## src/rtl/vending_pkg.sv

```systemverilog
// Shared definitions for the vend controller: coin codes and default pricing.
package vending_pkg;

  typedef enum logic [1:0] {
    COIN_NONE = 2'b00,
    COIN_A    = 2'b01,
    COIN_B    = 2'b10,
    COIN_INV  = 2'b11
  } coin_e;

  localparam int unsigned DEFAULT_PRICE      = 15;
  localparam int unsigned DEFAULT_COIN_A_VAL = 5;
  localparam int unsigned DEFAULT_COIN_B_VAL = 10;
  localparam int unsigned DEFAULT_CREDIT_W   = 5;

endpackage

```

## src/rtl/vending_coin_decode.sv

```systemverilog
// Combinational coin decoder: maps the 2-bit coin code to a credit value.
module vending_coin_decode
  import vending_pkg::*;
#(
  parameter int unsigned CREDIT_W   = DEFAULT_CREDIT_W,
  parameter int unsigned COIN_A_VAL = DEFAULT_COIN_A_VAL,
  parameter int unsigned COIN_B_VAL = DEFAULT_COIN_B_VAL
) (
  input  logic [1:0]          coin,
  output logic [CREDIT_W-1:0] value,
  output logic                valid
);

  // Decode coin code; none and invalid codes carry zero value.
  always_comb begin
    value = '0;
    valid = 1'b0;
    case (coin)
      COIN_A: begin
        value = CREDIT_W'(COIN_A_VAL);
        valid = 1'b1;
      end
      COIN_B: begin
        value = CREDIT_W'(COIN_B_VAL);
        valid = 1'b1;
      end
      default: begin
        value = '0;
        valid = 1'b0;
      end
    endcase
  end

endmodule

```

## src/rtl/vending_machine.sv

```systemverilog
// Coin-operated vend controller: accumulates credit, pulses dispense and
// reports overpayment on change when credit reaches the price.
module vending_machine
  import vending_pkg::*;
#(
  parameter int unsigned PRICE      = DEFAULT_PRICE,
  parameter int unsigned COIN_A_VAL = DEFAULT_COIN_A_VAL,
  parameter int unsigned COIN_B_VAL = DEFAULT_COIN_B_VAL,
  parameter int unsigned CREDIT_W   = DEFAULT_CREDIT_W
) (
  input  logic                clk,
  input  logic                reset,
  input  logic [1:0]          coin,
  output logic                dispense,
  output logic [CREDIT_W-1:0] change
);

  localparam logic [CREDIT_W:0] PRICE_W = (CREDIT_W + 1)'(PRICE);

  logic [CREDIT_W-1:0] credit;
  logic [CREDIT_W-1:0] credit_next;
  logic [CREDIT_W-1:0] coin_value;
  logic                coin_valid;
  logic [CREDIT_W-1:0] add_value;
  logic [CREDIT_W:0]   sum;
  logic [CREDIT_W:0]   excess;
  logic                dispense_next;
  logic [CREDIT_W-1:0] change_next;

  vending_coin_decode #(
    .CREDIT_W   (CREDIT_W),
    .COIN_A_VAL (COIN_A_VAL),
    .COIN_B_VAL (COIN_B_VAL)
  ) u_decode (
    .coin  (coin),
    .value (coin_value),
    .valid (coin_valid)
  );

  // Add the coin to credit; vend and return the excess once the price is met.
  always_comb begin
    credit_next   = credit;
    dispense_next = 1'b0;
    change_next   = '0;
    add_value     = coin_valid ? coin_value : '0;
    sum           = {1'b0, credit} + {1'b0, add_value};
    excess        = sum - PRICE_W;
    if (sum >= PRICE_W) begin
      credit_next   = '0;
      dispense_next = 1'b1;
      change_next   = excess[CREDIT_W-1:0];
    end else begin
      credit_next   = sum[CREDIT_W-1:0];
    end
  end

  // Credit and output registers; asynchronous active-low clear.
  always_ff @(posedge clk or negedge reset) begin
    if (!reset) begin
      credit   <= '0;
      dispense <= 1'b0;
      change   <= '0;
    end else begin
      credit   <= credit_next;
      dispense <= dispense_next;
      change   <= change_next;
    end
  end

endmodule

```

## config.mk

```make
export PLATFORM = sky130hd
export DESIGN_NAME = vending_machine
export DESIGN_NICKNAME = d
export VERILOG_FILES = /design/src/rtl/vending_pkg.sv /design/src/rtl/vending_coin_decode.sv /design/src/rtl/vending_machine.sv
export SDC_FILE = /design/constraint.sdc
export NUM_CORES = 1
export LEC_CHECK = 0
export ABC_AREA = 0
export BUFFER_PORTS_ARGS = -buffer_cell sky130_fd_sc_hd__clkbuf_2
export CORE_MARGIN = 2
export CORE_UTILIZATION = 38
export DETAILED_ROUTE_END_ITERATION = 10
export PLACE_DENSITY = 0.64
export SLEW_MARGIN = 20
export SYNTH_ARGS = -nofsm -noshare
export SYNTH_HDL_FRONTEND = slang
export SYNTH_SLANG_ARGS = --single-unit
```

## constraint.sdc

```tcl
create_clock -name clk -period 5 [get_ports clk]
set_input_delay 1 -clock clk [delete_from_list [all_inputs] [get_ports clk]]
set_output_delay 1 -clock clk [all_outputs]
set_load 0.1 [all_outputs]
```

==> results of run 1 <==
[Yosys cell counts, drive strengths merged]
| cell | count |
|---|---|
| dfrtp | 11 |
| and2 | 6 |
| nor2b | 5 |
| o21ai | 5 |
| nand3 | 4 |
| nor2 | 4 |
| xor2 | 4 |
| and3b | 3 |
| buf | 3 |
| clkbuf | 3 |
| ha | 3 |
| nand2 | 3 |
| xnor2 | 3 |
| a31o | 2 |
| inv | 2 |
| nand2b | 2 |
| nand3b | 2 |
| nand4 | 2 |
| o2111ai | 2 |
| o21bai | 2 |
| o311a | 2 |
| a211oi | 1 |
| a21o | 1 |
| a21oi | 1 |
| a221oi | 1 |
| a22oi | 1 |
| a31oi | 1 |
| a41oi | 1 |
| and2b | 1 |
| conb | 1 |
| mux2i | 1 |
| nand4b | 1 |
| nor3 | 1 |
| o21a | 1 |
| o22ai | 1 |
| o31ai | 1 |
[power breakdown]
group	switching, mW	internal, mW	total (mW)
logic	0.205	0.0837	0.288
clock network	0.0282	0.0308	0.0591
registers	0.0299	0.116	0.146
total	0.263	0.230	0.493
[placed cells by master, fill, tap and decap left out, drive strengths merged, types with 3 or more instances in the layout]
cell,count
and2,6
and3b,3
clkbuf,13
dfrtp,11
ha,3
nand2,3
nand3,4
nor2,4
nor2b,5
o21ai,5
xnor2,3
xor2,4
[flip-flops by register name (all words and copies together) (netlist names)]
signal	cells
change	5
credit	5
dispense	1
[critical path: stages]
cell and delay, ns:
clkbuf_2 0.15, nand2b_1 0.24, xnor2_1 0.18, ha_1 0.39
nor2_1 0.12, a221oi_2 0.45, nand3_1 0.17, xor2_1 0.16
and2_1 0.16
[per-layer routing]
layer  track usage [%]  part of all wire, %
met5                 0                    0
met4              5.41                 0.35
met3             0.893                  2.0
met2              22.1                   49
met1              21.4                   49
[worst max path at each step]
stage / endpoint / slack (ns) / cells past startpoint
2_1_floorplan: change[0] / 2.21 / 9
3_3_place_gp: change[1] / 1.93 / 9
3_5_place_dp: change[0] / 1.89 / 9
4_1_cts: change[0] / 2.16 / 9
5_1_grt: change[3] / 1.96 / 9
6_report: change[3] / 2.14 / 9
[area by class of cell]
class | instances | area [um2]
inverter | 2 | 7.51
multi-input combinational | 69 | 518
clock buffer | 4 | 26.3
fill | 211 | 1100
timing repair buffer | 9 | 45.0
sequential | 11 | 275
tap | 27 | 33.8
[cell families (layout without fill, tap and decap cells)]
logic type | count (synthesis) | in the layout | synth area share [%]
AND/OR/NAND/NOR | 34 | 34 | 25.0
AO/OA/AOI/OAI | 23 | 23 | 24.1
flip-flops | 11 | 11 | 33.4
buffers and inverters | 8 | 15 | 3.79
XOR/XNOR | 7 | 7 | 7.44
adder cells (fa/ha/maj) | 3 | 3 | 4.55
other | 1 | 1 | 0.455
multiplexers | 1 | 1 | 1.21
==> results.toml, run 1 <==
[timing]
maxSlewHeadroom_pct = 48.1
setup_viol_count_final = 0
finalCritPeriodShare_pct = 57.3
finalHoldViolCount = 0
fin_skew_ns = 0.00441
hold_ws_ns = 0.594
rsz0062_at_grt = "no"
max_freq_mhz = 349
final_max_slew_viol_count = 0
post-route-min-period_ns = 2.86
fin_setup_tns_ns = 0
finalWorstSetupSlack_ns = 2.14
tightest_slew_ns = 0.777

[cells_and_area]
instances_no_fill = 122
nNetsFinal = 103
area_growth_pct = 9.86
antenna_cells = 0
layout-drive-gt1-share_pct = 18.9
final_core_util_pct = 45.3
post-route-cell-area_um2 = 906

[route]
routed_wl_um = 1710
viasPerCell = 5.43
drt-pass1-iter-count = 4
avgRoutedWirePerCell_um = 14.0
dr_total_vias = 663
detail-route-antenna-nets = 0
drt_iter0_markers = 12
drc_errors = 0

[yosys]
syn_area_um2 = 825
synthCells = 88
ys_ff_latch = 11
syn_area_per_cell_um2 = 9.37
synth.distinct_cells = 40
syn-num-nets = 95
yosysWarningCount = 0
synth_top_area_cell = "dfrtp_1"
synth-seq-area-share_pct = 33.4
yosysTopAreaCellShare_pct = 33.4
synth_area_leaders = "dfrtp_1 (33%), and2_1 (4.6%), ha_1 (4.6%)"

[clocking]
cts-resized-gates = 0
cts_setup_buffers = 0
clock_latency_ns = 0.26
htreeDepth = 1
clockRootBuffer = "clkbuf_4"
clk_pin_slew_worst_paths_ns = 0.07
cts.sinks = 11
cts_tree = "done"
clk_path_buf_depth = 2
ctsHoldBuffers = 0
cts_buffers = 3

[floorplan]
initial_utilization_pct = 41.2
rows = 16
die_w_um = 50.6
die_height_um = 50.6
dieArea_um2 = 2560
fp.coreArea_um2 = 2000
io_pins = 10

[global_route]
grt_pass1_wl_um = 2840
antenna_found_initial = 0
grtUsageTotal_pct = 14.5
grt_start_max_net_pins = 14
overflow = 0
grt_pass1_vias = 604

[worst_setup_path]
reg2reg_to = "change[3]"
crit_arrival_ns = 3.02
path_max_fanout = 10
crit_type = "in -> reg"
critPathCaptureType = "register"
crit_start = "coin[0]"
rr_worst_depth = 7
worstReg2RegStart = "credit[1]"
worstPathRequired_ns = 5.16
reg2reg_setup_slack_ns = 2.69
critPathLaunchType = "primary input"

[pwr]
p_total_mw = 0.493
p_leak_nw = 0.403
vdd_drop_max_mv = 0.297
powerDensity_nw_per_um2 = 544

[placement]
place.gp.congestion = 0.755
post_dp_cell_area_um2 = 880
pre_cts_slack_ns = 1.89
hpwl_um = 1220
port_buffers = 9
dp_cells = 118

[hold_path]
min_path_type = "in -> async"

[run]
maxCapViolCount = 0

[status]
status = "completed"
(Power assumes the default switching activity.)
==> inputs of run 2 (changes only) <==
==> constraint.sdc (replaced) <==
create_clock -name clk -period 2.9 [get_ports clk]
set_input_delay 0.58 -clock clk [delete_from_list [all_inputs] [get_ports clk]]
set_output_delay 0.58 -clock clk [all_outputs]
set_load 0.1 [all_outputs]
==> run 2 against run 1 <==
  * Worst hold slack worse by 0.42 ns
  * Register-to-register slack got worse by 2.0 ns
  * Utilization up 0.75 points
  * Die area did not move
  * Setup slack worse by 1.6 ns
  * Critical path depth unchanged
  * Clock skew decreased by 0.0032 ns
  * Non-clock buffer count is 2 higher
  * Total power up 76%
  * Largest cell class unchanged
==> results.toml, run 2 (synthesized netlist as in run 1, its figures left out) <==
[status]
status = "completed"

[clocking]
cts.sinks = 11
cts-resized-gates = 0
clock_latency_ns = 0.27
cts_buffers = 3
clk_pin_slew_worst_paths_ns = 0.07
clockRootBuffer = "clkbuf_4"
clk_path_buf_depth = 2
cts_setup_buffers = 0
htreeDepth = 1
ctsHoldBuffers = 0
cts_tree = "done"

[timing]
maxSlewHeadroom_pct = 63.8
rsz0062_at_grt = "no"
max_freq_mhz = 422
fin_skew_ns = 0.00116
post-route-min-period_ns = 2.37
finalHoldViolCount = 0
final_max_slew_viol_count = 0
setup_viol_count_final = 0
finalCritPeriodShare_pct = 81.8
fin_setup_tns_ns = 0
tightest_slew_ns = 0.545

[worst_setup_path]
critPathLaunchType = "primary input"
rr_worst_depth = 7
critPathCaptureType = "register"
crit_type = "in -> reg"
worstPathRequired_ns = 3.06
crit_arrival_ns = 2.53
path_max_fanout = 10

[placement]
port_buffers = 9
place.gp.congestion = 0.751
hpwl_um = 1170
post_dp_cell_area_um2 = 895
dp_cells = 120

[cells_and_area]
antenna_cells = 0
instances_no_fill = 124
nNetsFinal = 105
post-route-cell-area_um2 = 921
layout_common_cells = "dfrtp_1 (11), clkbuf_2 (9), and2_1 (6)"
final_common_cell = "dfrtp_1"
area_growth_pct = 11.7
reg.largest.list = "change (5), credit (5), dispense (1)"
layout-drive-gt1-share_pct = 20.6

[run]
maxCapViolCount = 0

[route]
drt-pass1-iter-count = 4
dr_total_vias = 688
drt_iter0_markers = 19
routed_wl_um = 1730
viasPerCell = 5.55
detail-route-antenna-nets = 0
avgRoutedWirePerCell_um = 13.9
drc_errors = 0

[hold_path]
min_path_type = "in -> async"

[pwr]
p_leak_nw = 0.413
powerDensity_nw_per_um2 = 942
vdd_drop_max_mv = 0.589

[floorplan]
fp.coreArea_um2 = 2000
die_height_um = 50.6
dieArea_um2 = 2560
die_w_um = 50.6
io_pins = 10
rows = 16
initial_utilization_pct = 41.2

[global_route]
antenna_found_initial = 0
grtUsageTotal_pct = 15.4
grt_start_max_net_pins = 14
grt_pass1_vias = 671
overflow = 0
grt_pass1_wl_um = 2920
## run 2: final timing paths
path	startpoint	slack, ns	to
min	reset	0.18	change[3]
min reg2reg	credit[0]	0.67	credit[0]
min in group clk	credit[0]	0.67	credit[0]
max	coin[0]	0.53	change[0]
max in group asynchronous	reset	2.50	credit[0]
max reg2reg	credit[1]	0.66	change[0]
## run 2: cell type report
type | count | area, um2
multi-input combinational | 69 | 518
sequential | 11 | 275
inverter | 2 | 7.51
timing repair buffer | 11 | 60.1
fill | 218 | 1080
tap | 27 | 33.8
clock buffer | 4 | 26.3
## run 2: metal layers
metal,up-vias,track usage [%],share of wire (%)
li1,338,-,-
met4,0,10.8,2.7
met3,4,1.79,3.8
met2,17,23.9,44
met1,329,19.8,49
met5,-,0,0
## run 2: power by group
part	internal, mW	total, mW	switching (mW)
Sequential	0.200	0.250	0.0507
Clock	0.0532	0.104	0.0505
Combinational	0.154	0.513	0.359
Total	0.407	0.867	0.461
## run 2: critical path: stages
cell      delay, ns
clkbuf_2       0.14
nand2b_1       0.23
xnor2_1        0.15
ha_1           0.34
o21a_1         0.21
o21ai_0        0.21
a22oi_1        0.12
o311a_4        0.36
and2_1         0.17
## run 2: metrics by stage
| stage | hold slack [ns] | setup WS [ns] | power, mW | utilization [%] |
|---|---|---|---|---|
| 3_3_place_gp | 0.459 | 0.283 | 0.759 | 44.7 |
| 2_1_floorplan | 0.284 | 0.526 | 0.666 | - |
| 5_1_grt | 0.188 | 0.372 | 0.923 | 46.0 |
| 6_report | 0.177 | 0.528 | 0.867 | 46.0 |
| 4_1_cts | 0.170 | 0.548 | 0.871 | 46.0 |
| 3_5_place_dp | 0.464 | 0.264 | 0.762 | 44.7 |
==> inputs of run 3 (changes only) <==
==> constraint.sdc (replaced) <==
create_clock -name clk -period 2.2 [get_ports clk]
set_input_delay 0.44 -clock clk [delete_from_list [all_inputs] [get_ports clk]]
set_output_delay 0.44 -clock clk [all_outputs]
set_load 0.1 [all_outputs]
==> run 3 against run 2 <==
  * Sequential cell count stayed put
  * Worst hold slack got worse by 0.13 ns
  * Wire length up 7.9%
  * Final cell count increased by 16%
  * Sequential share of layout area decreased by 4.7 points
  * Largest power group unchanged
==> results.toml, run 3 (synthesized netlist as in run 1, its figures left out) <==
[worst_setup_path]
crit_start = "coin[1]"
critPathCaptureType = "register"
path_max_fanout = 9
worstReg2RegStart = "credit[0]"
critPathLaunchType = "primary input"
endpoint = "change[1]"
reg2reg_to = "change[1]"
worstPathRequired_ns = 2.35
rr_worst_depth = 8
reg2reg_setup_slack_ns = 0.18
crit_type = "in -> reg"
crit_arrival_ns = 2.25

[cells_and_area]
layout-drive-gt1-share_pct = 35.9
area_growth_pct = 32.6
antenna_cells = 0
layout_common_cells = "buf_4 (21), dfrtp_1 (11), clkbuf_2 (9)"
fillers = 193
reg.largest.list = "change (5), credit (5), dispense (1)"
layout.area.seq_um2 = 275
final_common_cell = "buf_4"
multi_input_area_um2 = 528
nNetsFinal = 125

[clocking]
clockRootBuffer = "clkbuf_4"
cts_buffers = 3
clock_latency_ns = 0.25
cts.sinks = 11
clk_pin_slew_worst_paths_ns = 0.06
cts_setup_buffers = 0
htreeDepth = 1
cts_tree = "done"
clk_path_buf_depth = 2

[floorplan]
dieArea_um2 = 2560
die_w_um = 50.6
rows = 16
initial_utilization_pct = 41.2
fp.coreArea_um2 = 2000
io_pins = 10
die_height_um = 50.6

[global_route]
grt_start_max_net_pins = 13
met3_usage_pct = 0.893
grt_pass1_wl_um = 3330
use_met1_pct = 20.9
grtUsageTotal_pct = 16.6
grt.busiest_layer = "met2"
grt_pass1_vias = 765
overflow = 0
antenna_found_initial = 0
grt_use_met2_pct = 31.4

[timing]
maxSlewHeadroom_pct = 64.1
finalCritPeriodShare_pct = 95.4
rsz0062_at_grt = "no"
max_freq_mhz = 476
fin_skew_ns = 0.00322
setup_viol_count_final = 0
fin_setup_tns_ns = 0
tightest_slew_ns = 0.541
finalHoldViolCount = 0
post-route-min-period_ns = 2.10
final_max_slew_viol_count = 0

[pwr]
p_int_mw = 0.629
p_total_mw = 1.25
clock_power_share_pct = 10.0
sequentialPowerShare_pct = 25.0
vdd_drop_max_mv = 0.812
p_comb_share_pct = 65.0
p_sw_share_pct = 49.8
p_sw_mw = 0.625
p_leak_nw = 0.521
powerDensity_nw_per_um2 = 1150

[run]
maxCapViolCount = 0

[route]
drt_iter0_markers = 8
detail-route-antenna-nets = 0
drc_errors = 0
avgRoutedWirePerCell_um = 12.9
routed_wl_um = 1860
drt-pass1-iter-count = 4
dr_total_vias = 744
viasPerCell = 5.17

[status]
status = "completed"

[placement]
port_buffers = 9
hpwl_um = 1470
place.gp.congestion = 0.898

[hold_path]
min_path_type = "in -> async"
==> run 3: cell count changes in the layout (fill, tap and decap cells not counted), sizes merged <==
cell  delta
buf     +20
==> run 3: layout make-up <==
type                    count  share of cell area, %
inverters                   2                  0.686
clock buffers               4                   2.40
well taps                  27                   3.09
repair buffers             31                   20.4
multi-input cells          69                   48.3
flip-flops and latches     11                   25.2
==> run 3: power by group through the flow <==
stage	Combinational, mW	Clock, mW	Sequential [mW]
2_1_floorplan	0.334	0	0.546
3_3_place_gp	0.801	0	0.315
3_5_place_dp	0.811	0	0.314
4_1_cts	0.816	0.131	0.313
5_1_grt	0.875	0.139	0.321
6_report	0.815	0.126	0.313
==> run 3: timing repair <==
action / CTS / global route
hold buffers: 0 / 0
gates resized for setup: 0 / 1
setup endpoints to repair: 0 / 4
==> run 3: how the worst min path moves through the flow <==
stage	end	slack, ns	cells past startpoint
floorplan	change[0]	0.14	0
global placement	change[3]	0.32	1
detailed placement	credit[4]	0.32	1
CTS	change[1]	0.04	1
global route	change[1]	0.05	1
finish	change[1]	0.04	1
==> run 3: metal layers <==
| layer | vias to the layer above | routed length (um) |
|---|---|---|
| met5 | - | 0 |
| met4 | 0 | 0 |
| met3 | 0 | 30 |
| met2 | 8 | 974 |
| met1 | 355 | 858 |
| li1 | 381 | - |
==> run 3: stage by stage <==
step	hold WS [ns]	std cells	setup slack, ns	instance area (um2)	util, %
after global routing	0.0522	144	0.0225	1090	54.6
final	0.0435	144	0.100	1090	54.6
after detailed placement	0.323	140	-0.154	1060	53.2
after global placement	0.320	140	-0.139	1060	53.2
after floorplan	0.144	88	0.00612	835	-
after CTS	0.0437	144	0.108	1090	54.5
==> run 3: critical path, cell delays in order <==
cell and delay, ns:
clkbuf_2 0.09, buf_4 0.14, and3b_4 0.29, ha_2 0.27
ha_1 0.27, o21ai_0 0.11, a22oi_1 0.10, o311a_4 0.36
and2_1 0.17
